==> config.mk <==
export PLATFORM = sky130hd
export DESIGN_NAME = pattern_resp_misr
export DESIGN_NICKNAME = d
export VERILOG_FILES = /design/src/rtl/pattern_resp_pkg.sv /design/src/rtl/pattern_resp_misr_core.sv /design/src/rtl/pattern_resp_misr.sv
export SDC_FILE = /design/constraint.sdc
export NUM_CORES = 1
export LEC_CHECK = 0
export CAP_MARGIN = 20
export CORE_ASPECT_RATIO = 1.25
export CORE_MARGIN = 8
export CORE_UTILIZATION = 45
export DETAILED_ROUTE_END_ITERATION = 16
export GPL_ROUTABILITY_DRIVEN = 0
export GPL_TIMING_DRIVEN = 0
export HOLD_SLACK_MARGIN = 0.08
export PLACE_DENSITY = 0.82
export SLEW_MARGIN = 20
export SYNTH_ARGS = -nofsm -noshare
export SYNTH_HDL_FRONTEND = slang
export SYNTH_SLANG_ARGS = --single-unit
==> constraint.sdc <==
create_clock -name blif_clk_net_1_r_2 -period 4.5 [get_ports blif_clk_net_1_r_2]
set_input_delay 0.45 -clock blif_clk_net_1_r_2 [delete_from_list [all_inputs] [get_ports blif_clk_net_1_r_2]]
set_output_delay 0.45 -clock blif_clk_net_1_r_2 [all_outputs]
set_load 0.02 [all_outputs]
==> src/rtl/pattern_resp_pkg.sv <==
// Shared types and MISR reference for the pattern response capture stage.
// Default-width misr() lets benches recompute signatures directly.
package pattern_resp_pkg;

  typedef enum logic [1:0] {
    S_IDLE,
    S_SETTLE,
    S_RUN,
    S_DONE
  } state_e;

  localparam int          DEF_SIG_W = 16;
  localparam logic [15:0] DEF_POLY  = 16'h1021;
  localparam logic [15:0] DEF_SEED  = 16'h0000;

  function automatic logic [15:0] misr(
    input logic [15:0] s,
    input logic [15:0] r
  );
    return {s[14:0], 1'b0}
         ^ (s[15] ? DEF_POLY : 16'h0000)
         ^ r;
  endfunction

endpackage

==> src/rtl/pattern_resp_misr_core.sv <==
// Multiple-input signature register: shift, polynomial feedback, XOR-in.
// Seed load wins over update; async active-low reset also loads the seed.
module misr_core #(
  parameter int          RESP_W = 9,
  parameter int          SIG_W  = 16,
  parameter logic [SIG_W-1:0] POLY = 16'h1021,
  parameter logic [SIG_W-1:0] SEED = 16'h0000
) (
  input  logic              clk_i,
  input  logic              rst_ni,
  input  logic              load_i,
  input  logic              en_i,
  input  logic [RESP_W-1:0] resp_i,
  output logic [SIG_W-1:0]  sig_o
);

  logic [SIG_W-1:0] sig_q;
  logic [SIG_W-1:0] sig_d;

  // Next signature: shift left, fold MSB through POLY, absorb response.
  always_comb begin
    sig_d = {sig_q[SIG_W-2:0], 1'b0}
          ^ (sig_q[SIG_W-1] ? POLY : '0)
          ^ SIG_W'(resp_i);
  end

  // Signature register with seed load and update enable.
  always_ff @(posedge clk_i or negedge rst_ni) begin
    if (!rst_ni) begin
      sig_q <= SEED;
    end else if (load_i) begin
      sig_q <= SEED;
    end else if (en_i) begin
      sig_q <= sig_d;
    end
  end

  assign sig_o = sig_q;

endmodule

==> src/rtl/pattern_resp_misr.sv <==
// Response capture: input stage, settle window, MISR compaction, done flag.
// FSM, counters and input register live here; MISR math is in misr_core.
module pattern_resp_misr
  import pattern_resp_pkg::*;
#(
  parameter int               RESP_W = 9,
  parameter int               SIG_W  = 16,
  parameter logic [SIG_W-1:0] POLY   = 16'h1021,
  parameter logic [SIG_W-1:0] SEED   = 16'h0000,
  parameter int               CNT_W  = 16,
  parameter int               SETTLE = 2
) (
  input  logic              blif_clk_net_1_r_2,
  input  logic              blif_reset_net_1_r_2,
  input  logic              start_i,
  input  logic [CNT_W-1:0]  num_cycles_i,
  input  logic [RESP_W-1:0] resp_i,
  output logic              busy_o,
  output logic              done_o,
  output logic [SIG_W-1:0]  signature_o,
  output logic [CNT_W-1:0]  count_o
);

  localparam int SET_W    = (SETTLE > 1) ? $clog2(SETTLE) : 1;
  localparam int SET_LAST = (SETTLE > 0) ? SETTLE - 1 : 0;

  logic              clk;
  logic              rst_n;
  state_e            state_q;
  logic [RESP_W-1:0] resp_q;
  logic [SET_W-1:0]  settle_q;
  logic [CNT_W-1:0]  n_q;
  logic [CNT_W-1:0]  cnt_q;
  logic              busy_q;
  logic              done_q;
  logic              load;
  logic              upd;

  assign clk   = blif_clk_net_1_r_2;
  assign rst_n = blif_reset_net_1_r_2;

  assign load = start_i
             && ((state_q == S_IDLE) || (state_q == S_DONE));
  assign upd  = (state_q == S_RUN) && (n_q != '0);

  // One-cycle input stage; the MISR only ever sees resp_q.
  always_ff @(posedge clk or negedge rst_n) begin
    if (!rst_n) begin
      resp_q <= '0;
    end else begin
      resp_q <= resp_i;
    end
  end

  // Run control: settle window, update counting, terminal detect.
  always_ff @(posedge clk or negedge rst_n) begin
    if (!rst_n) begin
      state_q  <= S_IDLE;
      settle_q <= '0;
      n_q      <= '0;
      cnt_q    <= '0;
      busy_q   <= 1'b0;
      done_q   <= 1'b0;
    end else begin
      unique case (state_q)
        S_IDLE, S_DONE: begin
          if (start_i) begin
            state_q  <= (SETTLE == 0) ? S_RUN : S_SETTLE;
            settle_q <= '0;
            n_q      <= num_cycles_i;
            cnt_q    <= '0;
            busy_q   <= 1'b1;
            done_q   <= 1'b0;
          end
        end
        S_SETTLE: begin
          settle_q <= settle_q + 1'b1;
          if (settle_q == SET_W'(SET_LAST)) begin
            state_q <= S_RUN;
          end
        end
        S_RUN: begin
          if (n_q == '0) begin
            state_q <= S_DONE;
            busy_q  <= 1'b0;
            done_q  <= 1'b1;
          end else begin
            cnt_q <= cnt_q + 1'b1;
            if (cnt_q + 1'b1 == n_q) begin
              state_q <= S_DONE;
              busy_q  <= 1'b0;
              done_q  <= 1'b1;
            end
          end
        end
        default: begin
          state_q <= S_IDLE;
          busy_q  <= 1'b0;
          done_q  <= 1'b0;
        end
      endcase
    end
  end

  misr_core #(
    .RESP_W (RESP_W),
    .SIG_W  (SIG_W),
    .POLY   (POLY),
    .SEED   (SEED)
  ) u_misr (
    .clk_i  (clk),
    .rst_ni (rst_n),
    .load_i (load),
    .en_i   (upd),
    .resp_i (resp_q),
    .sig_o  (signature_o)
  );

  assign busy_o  = busy_q;
  assign done_o  = done_q;
  assign count_o = cnt_q;

endmodule

* After elaboration in Yosys (flattened, before gate mapping) *
Cells that the tools add are included.

word-level totals
  register bits = 62
  input port bits = 28
  output and inout port bits = 34
  word-level logic and storage cells = 55

cells by class
  $add $sub $neg = 2
  eq/ne operators = 8
  muxes and demuxes = 20
  bitwise gates (word level) = 2
  reduce and logical (&&, ||, !) cells = 15

operator list
  cell                   count
  $mux 16                4
  $pmux 16 s2            1
  $add 16x1->16 const B  1
  $eq 16x16->1           1
  $logic_not 16->1       1
  $reduce_bool 16->1     1
  $xor 16x16->16         1
  $xor 16x9->16          1
  $mux 13                1
  $reduce_and 3->1       3
  $mux 2                 4
  $mux 1                 6
  $ne 2x2->1 const B     3
  $pmux 1 s2             3
  $pmux 2 s3             1
  $reduce_bool 2->1      3
  $eq 2x2->1 const B     2
  $reduce_and 2->1       2
  $ne 3x1->1 const B     1
  $eq 2x1->1 const B     1
  $logic_and 1x1->1      2
  $logic_not 2->1        1
  $reduce_or 2->1        1
  $add 1x1->1 const B    1
  $logic_or 1x1->1       1

* Longest topological paths before layout *
  depth in word-level cells = 5
  depth in mapped cells = 10
  gate-level depth less buffers = 9

* By module *
From an unflattened synthesis, not the netlist that was laid out.

second synthesis, totals
  cell total of the unflattened synthesis = 303
  area total of the unflattened synthesis = 3241.9 µm²

by module, submodules not included
  module             times used  cells an instance  area each (µm²)  sequential area each (µm²)
  pattern_resp_misr  1           240                2512.4           1151.1
  misr_core          1           63                 729.4            400.4

* Least setup slack after synthesis *
OpenSTA, ideal clock, no wires.

  kind = reg-to-reg
  start point = register cnt_q[0] (netlist: count_o[0])
  end point = register busy_q (netlist: busy_o)
  setup time = 0.132 ns
  data arrival time = 2.420 ns
  required time = 4.368 ns
  setup slack = 1.948 ns
  cell stages (with the launch flop) = 11
  path buffers = 1
  clock period less this slack = 2.552 ns
  cells stage by stage = dfrtp_1 -> ha_1 -> nand4_1 -> or3_1 -> buf_2 -> nor4_2 -> a31oi_1 -> a22o_1 -> o31a_1 -> nor3_2 -> o32ai_1

on the way
  longest elaborated chain between the ends = 4

RTL lines
  element                     RTL line                 RTL
  start, declared             pattern_resp_misr.sv:33  logic [CNT_W-1:0] cnt_q;
  start signal, assigned      pattern_resp_misr.sv:88  cnt_q <= cnt_q + 1'b1;
  $add 16x1->16               pattern_resp_misr.sv:89  if (cnt_q + 1'b1 == n_q) begin
  $eq 16x16->1                pattern_resp_misr.sv:89
  $ne 3x1->1 (no line)        --
  $reduce_and 3->1 (no line)  --
  end signal, assigned        pattern_resp_misr.sv:85  busy_q <= 1'b0;
  end signal, assigned        pattern_resp_misr.sv:91  busy_q <= 1'b0;
  end signal, assigned        pattern_resp_misr.sv:98  busy_q <= 1'b0;
  end, declared               pattern_resp_misr.sv:34  logic busy_q;

Every way passes these cells.
A chain may end at the register's enable or synchronous reset.

* Worst setup path in the final report *
  start point = register cnt_q[0] (netlist: count_o[0])
  end point = register state_q[0]

on the way
  longest elaborated chain between the ends = 4

RTL lines
  element                     RTL line                 RTL
  $add 16x1->16               pattern_resp_misr.sv:89
  $eq 16x16->1                pattern_resp_misr.sv:89
  $ne 3x1->1 (no line)        --
  $reduce_and 3->1 (no line)  --
  end signal, assigned        pattern_resp_misr.sv:68  state_q <= (SETTLE == 0) ? S_RUN : S_SETTLE;
  end, declared               pattern_resp_misr.sv:29  state_e state_q;

Every way passes these cells.

==> flow_metrics.env <==
export IMPL_status="complete, no violations"
export IMPL_wl_per_cell_um=17.1
export IMPL_yosys_area_share_simple_pct=17.6
export IMPL_synth_area_leader_cell="dfrtp_1"
export IMPL_grt_overflow=0
export IMPL_fmax_mhz=352
export IMPL_ff2ff_path_depth=10
export IMPL_worst_slew_pin_slew_ns=0.662
export IMPL_synth_common_cells="dfrtp_1, nand2_1, nor2_1, xnor2_1, o21ai_0"
export IMPL_final_max_slew_viol_count=0
export IMPL_start_util_pct=46.2
export IMPL_r2r_start="count_o[0]"
export IMPL_drt_wl_total_um=8220
export IMPL_clock_skew_ns=0.00903
export IMPL_yosysUniqueCellTypes=49
export IMPL_boundaryPins=62
export IMPL_synthAdderAreaFrac_pct=1.56
export IMPL_cts_root_buffer="clkbuf_8"
export IMPL_drt_pass1_iterations=4
export IMPL_dp_cells=464
export IMPL_critPathKind="reg -> reg"
export IMPL_r2r_end="state_q[0]"
export IMPL_coreArea_um2=6930
export IMPL_report_final_hold_viol_count=0
export IMPL_synth_compound_area_share_pct=14.2
export IMPL_fillers=563
export IMPL_drtAntennaViolNets=0
export IMPL_path_buf_inv=1
export IMPL_cts_made_buffers=9
export IMPL_synth_area_top_cells="dfrtp_1, xnor2_1, mux2_2"
export IMPL_via_per_inst=5.63
export IMPL_cts_tree="yes"
export IMPL_syn_to_final_growth_pct=30.3
export IMPL_yosys_register_bits=62
export IMPL_synth_edf_count=0
export IMPL_drv_cap=0
export IMPL_final_cells=481
export IMPL_rsz0062_at_grt="false"
export IMPL_slew_headroom_pct=55.7
export IMPL_start_kind="register"
export IMPL_cts_buffer_depth=2
export IMPL_die_w_um=91.5
export IMPL_worst_endpoint_required_ns=4.73
export IMPL_cts_htree_levels=3
export IMPL_synthMuxAreaShare_pct=5.94
export IMPL_drc=0
export IMPL_clock_latency_ns=0.34
export IMPL_synth_fp_nets=344
export IMPL_post_cts_setup_buffers=0
export IMPL_holdPathStages=1
export IMPL_postSynthAreaPerCell_um2=10.3
export IMPL_whs_endpoint="done_o"
export IMPL_dieHeight_um=110
export IMPL_period_share_pct=63.1
export IMPL_peakVddDrop_uv=477
export IMPL_nNetsFinal=418
export IMPL_ys_flop_type="dfrtp_1"
export IMPL_synth_cells=312
export IMPL_power_leakage_nw=1.67
export IMPL_clkTransAtPathRegs_ns=0.08
export IMPL_layout_min_cycle_time_ns=2.84
export IMPL_num_rows=34
export IMPL_vias=2710
export IMPL_synth_xor_area_share_pct=8.75
export IMPL_endpoint_kind="register"
export IMPL_hold_buffers=1
export IMPL_io_buffers=61
export IMPL_antenna_found_initial=0
export IMPL_grt_pass1_wl_um=13300
export IMPL_drtIter0Drc=139
export IMPL_synth_top_family_by_area="simple AND/OR/NAND/NOR gates"
export IMPL_grt_pass1_vias=2791
export IMPL_synth_most_common_cell="dfrtp_1"
export IMPL_path_cells="ha_1, nand4_1, or3_1, buf_2, nor4_2, a31oi_1, a22o_1, o31ai_2, nand3_1, mux2i_1"
export IMPL_place_hpwl_um=5990
export IMPL_synth_seq_area_share_pct=48.4
export IMPL_synth_top_area_share_pct=48.4
export IMPL_r2r_slack_ns=1.66
export IMPL_crit_slowest_cell="dfrtp_1"
export IMPL_netlist_area_um2=3200
export IMPL_cts_resized=0
export IMPL_setup_viol=0
export IMPL_cpPeakStageDelay_ns=0.53
export IMPL_track_usage_pct=16.5
export IMPL_synthArstFlopShare_pct=100
export IMPL_die_area_um2=10100
export IMPL_drive_above_1_share_pct=13.6
export IMPL_grt_max_degree=34
export IMPL_cts_sinks=62
export IMPL_n_antenna_cell=0
export IMPL_hold_path_startpoint="done_o"
export IMPL_cp_max_fo=8
export IMPL_ys_warn_count=0
export IMPL_power_density_nw_per_um2=588
export IMPL_tns_ns=0
export IMPL_cp_top_family="simple AND/OR/NAND/NOR gates"
export IMPL_min_path_type="reg -> reg"
export IMPL_arrival_ns=3.07
-- layout by cell type (no fill, tap or decap), drive strengths merged, types with 4 or more instances in the layout --
cell and count:
nand3 9, ha 4, buf 13, o41ai 6
and3 5, nor2 25, nor3 4, a21oi 15
dfrtp 62, nand2 26, a211oi 9, nand2b 4
clkdlybuf4s50 60, o21ai 22, inv 7, xnor2 25
xor2 7, nand4 7, mux2 16, nor4 10
clkbuf 17
-- flip-flops by register name (all words and copies together) (netlist names) --
name          cells
settle_q          1
done_o            1
state_q           2
u_misr.sig_o     16
busy_o            1
resp_q            9
count_o          16
n_q              16
-- layer usage --
| metal | GRT usage, % | part of all wire [%] | up-vias |
|---|---|---|---|
| li1 | - | - | 1268 |
| met4 | 7.03 | 1.9 | 0 |
| met1 | 18.2 | 42 | 1328 |
| met3 | 4.74 | 5.7 | 21 |
| met2 | 29.1 | 51 | 93 |
| met5 | 0 | 0 | - |
-- report_power, final --
group / switching [mW] / total [mW] / internal [mW]
Sequential: 0.178 / 0.891 / 0.713
Combinational: 0.547 / 1.01 / 0.465
Clock: 0.238 / 0.552 / 0.313
-- logic make-up (layout without fill, tap and decap cells) --
| kind of cell | after synthesis | count (layout) |
|---|---|---|
| and+or+nand+nor | 102 | 102 |
| AOI/OAI and AO/OA | 70 | 70 |
| xor gates and xnor gates | 32 | 32 |
| muxes | 17 | 17 |
| buffers and inverters | 25 | 104 |
| adders and majority gates | 4 | 4 |
| DFF | 62 | 62 |
-- metrics by stage --
stage               setup WS [ns]  hold slack, ns  area, um^2  utilization, %  power (mW)
detailed placement           1.71           0.403        3950            56.9        1.90
floorplan                    1.95           0.154        3200               -        1.53
global placement             1.08           0.495        3930            56.6        1.84
global route                 1.48           0.535        4180            60.2        2.59
CTS                          1.68           0.517        4180            60.2        2.46
finish                       1.66           0.512        4180            60.2        2.45
-- area by class of cell --
| class | count | area [um^2] | share of cell area, % |
|---|---|---|---|
| sequential | 62 | 1550 | 37.1 |
| multi-input combinational | 225 | 1540 | 36.8 |
| timing repair buffer | 63 | 638 | 15.3 |
| clock buffer | 9 | 124 | 2.97 |
| clock inverter | 7 | 97.6 | 2.34 |
| tap | 90 | 113 | 2.70 |
| buffer | 19 | 92.6 | 2.22 |
| inverter | 6 | 22.5 | 0.539 |
-- how the worst max path moves through the flow --
stage	start	to	slack, ns	cells past startpoint
2_1_floorplan	count_o[0]	busy_o	1.95	10
3_3_place_gp	blif_reset_net_1_r_2	busy_o	1.08	1
3_5_place_dp	count_o[0]	state_q[0]	1.71	10
4_1_cts	count_o[0]	state_q[0]	1.68	10
5_1_grt	count_o[0]	state_q[0]	1.48	9
6_report	count_o[0]	state_q[0]	1.66	10
(Power assumes the default switching activity.)
